==> config.mk <==
export PLATFORM = sky130hd
export DESIGN_NAME = uart_rx_fifo
export DESIGN_NICKNAME = d
export VERILOG_FILES = /design/src/rtl/uart_rx_fifo_pkg.sv /design/src/rtl/rx_fifo.sv /design/src/rtl/uart_rx_fifo.sv
export SDC_FILE = /design/constraint.sdc
export NUM_CORES = 1
export LEC_CHECK = 0
export ABC_AREA = 0
export ABC_CLOCK_PERIOD_IN_PS = 3000
export CAP_MARGIN = 20
export CORE_MARGIN = 2
export CORE_UTILIZATION = 60
export CTS_BUF_LIST = sky130_fd_sc_hd__clkbuf_2
export DETAILED_ROUTE_END_ITERATION = 6
export HOLD_SLACK_MARGIN = 0.02
export PLACE_DENSITY_LB_ADDON = 0.12
export RECOVER_POWER = 25
export SLEW_MARGIN = 30
export SYNTH_ARGS = -nofsm -noshare
export SYNTH_HDL_FRONTEND = slang
export SYNTH_HIERARCHICAL = 1
export SYNTH_SLANG_ARGS = --single-unit
==> constraint.sdc <==
create_clock -name clk -period 3 [get_ports clk]
set_input_delay 0.6 -clock clk [delete_from_list [all_inputs] [get_ports clk]]
set_output_delay 0.6 -clock clk [all_outputs]
set_load 0.1 [all_outputs]
==> src/rtl/uart_rx_fifo_pkg.sv <==
// rtl/uart_rx_fifo_pkg.sv - shared UART state encodings and bit-period math (also used by the transmit side)
package uart_rx_fifo_pkg;

    typedef enum logic [2:0] {
        ST_IDLE      = 3'd0,
        ST_START     = 3'd1,
        ST_DATA      = 3'd2,
        ST_STOP      = 3'd3,
        ST_WAIT_HIGH = 3'd4
    } uart_state_t;

    function automatic int baud_div(input int clk_hz, input int baud);
        return clk_hz / baud;
    endfunction

    function automatic int baud_half(input int clk_hz, input int baud);
        return baud_div(clk_hz, baud) / 2;
    endfunction

endpackage

==> src/rtl/rx_fifo.sv <==
// rtl/rx_fifo.sv - synchronous first-word-fall-through byte FIFO with push, pop, full and empty
module rx_fifo #(
    parameter int DEPTH = 4
) (
    input  logic       clk,
    input  logic       resetn,
    input  logic       push,
    input  logic [7:0] din,
    input  logic       pop,
    output logic [7:0] dout,
    output logic       full,
    output logic       empty
);

    localparam int AW = $clog2(DEPTH);

    logic [7:0]    mem [DEPTH];
    logic [AW-1:0] wr_ptr;
    logic [AW-1:0] rd_ptr;
    logic [AW:0]   count;
    logic          do_push;
    logic          do_pop;

    assign full    = (count == (AW+1)'(DEPTH));
    assign empty   = (count == '0);
    assign do_pop  = pop & ~empty;
    // A pop frees the slot in the same cycle, so a full FIFO still accepts a push.
    assign do_push = push & (~full | do_pop);
    assign dout    = empty ? 8'h00 : mem[rd_ptr];

    always_ff @(posedge clk) begin
        if (do_push) begin
            mem[wr_ptr] <= din;
        end
    end

    always_ff @(posedge clk) begin
        if (!resetn) begin
            wr_ptr <= '0;
            rd_ptr <= '0;
            count  <= '0;
        end else begin
            if (do_push) begin
                wr_ptr <= wr_ptr + 1'b1;
            end
            if (do_pop) begin
                rd_ptr <= rd_ptr + 1'b1;
            end
            case ({do_push, do_pop})
                2'b10:   count <= count + 1'b1;
                2'b01:   count <= count - 1'b1;
                default: count <= count;
            endcase
        end
    end

endmodule

==> src/rtl/uart_rx_fifo.sv <==
// rtl/uart_rx_fifo.sv - 8N1 UART receiver with read buffer; UART_RX_FIFO_EN selects rx_fifo, else a holding register
module uart_rx_fifo
    import uart_rx_fifo_pkg::*;
#(
    parameter int CLK_FREQ_HZ = 25000000,
    parameter int BAUD_RATE   = 115200,
    parameter int FIFO_DEPTH  = 4
) (
    input  logic       clk,
    input  logic       resetn,
    input  logic       rxd,
    input  logic       rd_en,
    output logic [7:0] rd_data,
    output logic       rd_valid,
    input  logic       clr_err,
    output logic       overrun,
    output logic       frame_err
);

    localparam int DIV  = baud_div(CLK_FREQ_HZ, BAUD_RATE);
    localparam int HALF = baud_half(CLK_FREQ_HZ, BAUD_RATE);
    localparam int CW   = $clog2(DIV);

    if (FIFO_DEPTH < 2 || FIFO_DEPTH > 16 || (FIFO_DEPTH & (FIFO_DEPTH - 1)) != 0) begin : g_bad_depth
        $error("FIFO_DEPTH must be a power of two in 2..16");
    end

    logic          rxd_m;
    logic          rxd_s;
    uart_state_t   state;
    uart_state_t   state_next;
    logic [CW-1:0] cnt;
    logic [CW-1:0] cnt_next;
    logic [2:0]    bit_idx;
    logic [2:0]    bit_next;
    logic [7:0]    shift;
    logic [7:0]    shift_next;
    logic          push;
    logic          fe_set;
    logic          ovr_set;

    always_ff @(posedge clk) begin
        if (!resetn) begin
            rxd_m <= 1'b1;
            rxd_s <= 1'b1;
        end else begin
            rxd_m <= rxd;
            rxd_s <= rxd_m;
        end
    end

    always_ff @(posedge clk) begin
        if (!resetn) begin
            state   <= ST_IDLE;
            cnt     <= '0;
            bit_idx <= '0;
            shift   <= '0;
        end else begin
            state   <= state_next;
            cnt     <= cnt_next;
            bit_idx <= bit_next;
            shift   <= shift_next;
        end
    end

    always_comb begin
        state_next = state;
        cnt_next   = cnt;
        bit_next   = bit_idx;
        shift_next = shift;
        push       = 1'b0;
        fe_set     = 1'b0;
        case (state)
            ST_IDLE: begin
                if (!rxd_s) begin
                    state_next = ST_START;
                    cnt_next   = CW'(HALF - 1);
                end
            end
            ST_START: begin
                if (cnt != '0) begin
                    cnt_next = cnt - 1'b1;
                end else if (!rxd_s) begin
                    state_next = ST_DATA;
                    cnt_next   = CW'(DIV - 1);
                    bit_next   = 3'd0;
                end else begin
                    state_next = ST_IDLE;
                end
            end
            ST_DATA: begin
                if (cnt != '0) begin
                    cnt_next = cnt - 1'b1;
                end else begin
                    shift_next = {rxd_s, shift[7:1]};
                    cnt_next   = CW'(DIV - 1);
                    if (bit_idx == 3'd7) begin
                        state_next = ST_STOP;
                    end else begin
                        bit_next = bit_idx + 1'b1;
                    end
                end
            end
            ST_STOP: begin
                if (cnt != '0) begin
                    cnt_next = cnt - 1'b1;
                end else if (rxd_s) begin
                    push       = 1'b1;
                    state_next = ST_IDLE;
                end else begin
                    fe_set     = 1'b1;
                    state_next = ST_WAIT_HIGH;
                end
            end
            ST_WAIT_HIGH: begin
                if (rxd_s) begin
                    state_next = ST_IDLE;
                end
            end
            default: state_next = ST_IDLE;
        endcase
    end

`ifdef UART_RX_FIFO_EN
    logic fifo_full;
    logic fifo_empty;

    rx_fifo #(
        .DEPTH(FIFO_DEPTH)
    ) u_rx_fifo (
        .clk   (clk),
        .resetn(resetn),
        .push  (push),
        .din   (shift),
        .pop   (rd_en),
        .dout  (rd_data),
        .full  (fifo_full),
        .empty (fifo_empty)
    );

    assign rd_valid = ~fifo_empty;
    assign ovr_set  = push & fifo_full & ~rd_en;
`else
    logic       hold_valid;
    logic [7:0] hold_data;

    always_ff @(posedge clk) begin
        if (!resetn) begin
            hold_valid <= 1'b0;
            hold_data  <= 8'h00;
        end else if (push && (!hold_valid || rd_en)) begin
            hold_valid <= 1'b1;
            hold_data  <= shift;
        end else if (rd_en) begin
            hold_valid <= 1'b0;
        end
    end

    assign rd_valid = hold_valid;
    assign rd_data  = hold_data;
    assign ovr_set  = push & hold_valid & ~rd_en;
`endif

    // A new error event wins over a same-cycle clear.
    always_ff @(posedge clk) begin
        if (!resetn) begin
            overrun   <= 1'b0;
            frame_err <= 1'b0;
        end else begin
            overrun   <= ovr_set | (overrun & ~clr_err);
            frame_err <= fe_set | (frame_err & ~clr_err);
        end
    end

endmodule
== Yosys cells after proc, flatten, opt, wreduce, memory -nomap -nowiden ==
Cells that the tools add are included.

* Bitwise gates (word level): 9
* Equal/unequal tests: 15
* Add/subtract/negate cells: 2
* Reduce and logical (&&, ||, !) cells: 12
* Muxes and demuxes: 28

{| class="wikitable"
|+ Operator list
! kind !! count
|-
| 8-bit 2-to-1 mux || 5
|-
| 3-bit 2-to-1 mux || 11
|-
| 8-bit one-hot mux with 4 select lines || 1
|-
| 2-bit != test (second input constant) || 9
|-
| 3-bit one-hot mux with 5 select lines || 1
|-
| 1-bit 2-to-1 mux || 8
|-
| 8-bit nonzero test || 1
|-
| 8-bit by 1-bit subtractor with 8-bit output (second input constant) || 1
|-
| 3-bit by 2-bit equality test with 1-bit output (second input constant) || 2
|-
| 3-bit equality test (second input constant) || 2
|-
| 3-bit one-hot mux with 2 select lines || 1
|-
| 6-bit AND reduction || 1
|-
| 5-bit AND reduction || 1
|-
| 1-bit AND || 4
|-
| 4-bit AND reduction || 1
|-
| 2-bit nonzero test || 2
|-
| 4-bit nonzero test || 1
|-
| 3-bit by 1-bit adder with 3-bit output (second input constant) || 1
|-
| 3-bit by 1-bit equality test with 1-bit output (second input constant) || 1
|-
| 3-bit logical NOT || 1
|-
| 3-bit != test (second input constant) || 1
|-
| 1-bit inverter || 3
|-
| 2-bit 2-to-1 mux || 1
|-
| 1-bit OR || 2
|-
| 4 further kinds || 4
|}

* Word-level logic and storage cells: 76
* Output and inout bits: 11
* Register bits after elaboration: 35
* Input port bits: 5

== Logic depth before layout (Yosys ltp) ==
* Word-level depth: 6
* Depth in mapped cells: 8
* Gate-level depth less buffers: 7

== Worst setup path before layout ==
OpenSTA, ideal clock, no wires.

* Kind: flip-flop to flip-flop
* Start: reg cnt[0]
* End: reg shift[0]
* Cell stages (with the launch flop): 8
* Path buffers: 1
* Data arrival time: 1.716 ns
* Clock period less this slack: 1.844 ns
* Library setup time: 0.128 ns
* Slack: 1.156 ns
* Cells stage by stage: dfxtp_1 inv_1 ha_1 nor4b_4 or4b_1 buf_6 mux2i_1 nor2_1

* Word-level cells in the longest chain between the ends: 3

{| class="wikitable"
|+ Ends and longest elaborated chain
! item !! RTL line !! text
|-
| start: declaration || uart_rx_fifo.sv:32 || <nowiki>logic [CW-1:0] cnt;</nowiki>
|-
| start signal: assignment || uart_rx_fifo.sv:60 || <nowiki>cnt <= cnt_next;</nowiki>
|-
| 8-bit nonzero test || uart_rx_fifo.sv:92 || <nowiki>if (cnt != '0) begin</nowiki>
|-
| 1-bit inverter (no source line) || n/a ||
|-
| 2-bit AND reduction (no source line) || n/a ||
|-
| end signal: assignment || uart_rx_fifo.sv:62 || <nowiki>shift <= shift_next;</nowiki>
|-
| end: declaration || uart_rx_fifo.sv:36 || <nowiki>logic [7:0] shift;</nowiki>
|}

No other way between the ends.
A chain may end at the register's enable or synchronous reset.

== Worst setup path after layout ==
* Start: reg cnt[0]
* End: reg bit_idx[2]

* Word-level cells in the longest chain between the ends: 3
* Elaborated cells between the ends (all ways): 4
* Those cells by class: 2 x eq/ne; 2 x reduce/logical

{| class="wikitable"
|+ Ends and longest elaborated chain
! item !! RTL line !! text
|-
| 8-bit nonzero test * || uart_rx_fifo.sv:81, uart_rx_fifo.sv:92 ||
|-
| 2-bit != test (no source line) || n/a ||
|-
| 5-bit AND reduction (no source line) * || n/a ||
|-
| end signal: assignment || uart_rx_fifo.sv:61 || <nowiki>bit_idx <= bit_next;</nowiki>
|-
| end: declaration || uart_rx_fifo.sv:34 || <nowiki>logic [2:0] bit_idx;</nowiki>
|}

Mark *: on every way between the ends. The rest lies on a longest branch, timed or not.

==> metrics.txt <==
cell taking the most area after synthesis dfxtp_1; Least-Margin Pin Slew 1170 ps; first-pass GRT wire length 5.79 mm; synth top area cells dfxtp_1, mux2i_1, nor2_1; Post-synth EDFFs 0; peak supply drop 0.423 mV; CTS Hold Bufs 0; status finished clean; routability cong. 0.903; WHS Path Cells 1; Worst Path Buf+Inv 1; max_cap viols 0; initial antenna violation count 0; Final ANT Viol Nets 0; WL final 3.38 mm; Worst Hold Class reg -> reg; Avg WL per Cell 14.7 um; # H-tree levels 2; net count after synthesis 192; top-area cell type share of the netlist area 43.1%; Die Span Y 56.1 um; CP max stage cell or4b_1; vias per cell 6.00; slew margin rel. 22.6%; Yosys reg bits 35; Critical Path Start Type register; Worst R2R Path Depth 7; max-slew violation count 0; Final Util 70.0%; initial core utilization 64.5%; synthesis-to-finish area growth 8.62%; min cycle time layout 2270 ps; Post-CTS Setup Bufs 0; fmax 441 MHz; DP Wirelength 2.39 mm; most frequent cells after synthesis dfxtp_1, nor2_1, mux2i_1, a21oi_1; Sum Neg Setup Slack 0 ps; clk root buf clkbuf_2; input/output buffers 15; # resized after CTS 0; hold_sp rxd_m; Setup-failing EPs final 0; Overflow after GRT 0; clock-pin transition on the worst setup and hold timing paths 170 ps; CP top delay family simple AND/OR/NAND/NOR gates; P_leak 0.000738 uW; critical path endpoint category register; Net count, final 207; top_reg_cell synth dfxtp_1; RSZ-0062 raised after global routing no; count leader, synth dfxtp_1; cell area power density 481 mW/mm^2; DR vias 1374; Final period util 75.5%; CP required 3310 ps; FF-to-FF End bit_idx[2]; Data arrival, critical path 2580 ps; internal reg-to-reg setup slack 730 ps; Crit Path Max Fanout 10; Hold Path Sink rxd_s; GR Util All Layers 23.4%; Clk Latency, worst-skew pair 370 ps; Num CTS Buffers 5; Initial DRC Count 37; I/O pin total 16; layout cells sized above 1 10.6%; core area 0.00252 sq mm; CTS tree done; sequential share of the synthesized area 43.1%; vias in the first global route 1256; largest net degree at the start of global routing 29; Rows 18; Post-Synthesis Cell Area 0.00163 sq mm; DRC violations left 0; Setup CP Type reg -> reg; Die ar. 0.00314 sq mm; Setup Skew 19.4 ps; drt pass-1 iters 4; worst stage delay on the critical path 790 ps; Die X 56.1 um; hold_ws 437 ps; Syn Area/Cell 8.89 sq um; Synth cell types 41; FFs w/ async S/R, synth 0%; antenna cells 0; Synth Warn # 6; Reg-to-Reg Start cnt[0]; clock sink count 35; final hold vios 0; Synth Instances 183; CP cell instances inv_1 > ha_1 > nor4b_4 > or4b_1 > nor2_2 > a22oi_1 > nor2_1; maximum buffer depth of the clock tree 2
==> cell families after synthesis <==
group,count (synthesis),synth area share [%]
DFF,35,43.1
muxes,17,10.5
and+or+nand+nor,76,24.6
buffers and inverters,12,3.38
adders and majority gates,4,3.08
AOI/OAI and AO/OA,39,15.4
==> metal layers <==
layer / GRT usage [%] / wire [um]
met4: 6.12 / 10
met3: 6.98 / 221
met1: 31.8 / 1570
met2: 36.1 / 1570
met5: 0 / 0
==> registers in the layout, summed over array words and instances (netlist names) <==
name and count:
cnt 8, rd_data 8, shift 8, bit_idx 3
state 3, frame_err 1, overrun 1, rd_valid 1
rxd_m 1, rxd_s 1
==> worst reg2reg max path, delay by kind of cell, from the launching register on <==
kind / cells / cell delay (ps)
adders and majority gates: 1 / 180
buffers and inverters: 1 / 90
and+or+nand+nor: 4 / 1500
DFF: 1 / 370
AOI/OAI and AO/OA: 1 / 90
==> worst max path at each step <==
stage / startpoint / end / slack [ps] / cells after the start
floorplan: cnt[0] / shift[0] / 1160 / 7
global placement: cnt[0] / shift[0] / 840 / 6
detailed placement: cnt[0] / bit_idx[2] / 780 / 7
CTS: cnt[0] / bit_idx[2] / 740 / 7
global route: cnt[0] / bit_idx[2] / 570 / 7
finish: cnt[0] / bit_idx[2] / 730 / 7
==> through the flow <==
step,instances,power (uW),instance area [sq um],setup WS (ps)
floorplan,183,603,1630,1160
global placement,221,637,1750,843
detailed placement,221,639,1750,779
CTS,229,850,1800,744
global route,229,894,1770,574
finish,229,849,1770,734
==> power by group <==
group / switching, uW / internal (uW) / total, uW
clock network: 158 / 59.5 / 218
logic: 82.1 / 53.6 / 136
registers: 18.5 / 477 / 496
total: 259 / 591 / 849
==> layout by cell type (no fill, tap or decap), types with 5 or more instances in the layout <==
cell type	synthesis	routed
dfxtp_1	35	35
nor2_1	34	34
mux2i_1	17	17
a21oi_1	11	11
nand2_1	8	8
o21ai_0	8	8
clkbuf_1	5	8
nand2b_1	6	6
nor3_1	6	6
clkbuf_2	0	6
a31oi_1	5	5
nand3_1	5	5
==> final cells by class <==
type	instances	area, sq um
Inverter	4	15.0
Sequential cell	35	701
Multi-Input combinational cell	136	871
Tap cell	30	37.5
Timing Repair Buffer	16	100
Clock inverter	2	12.5
Fill cell	228	756
Clock buffer	6	30.0
Power figures use the tool's default switching activity.
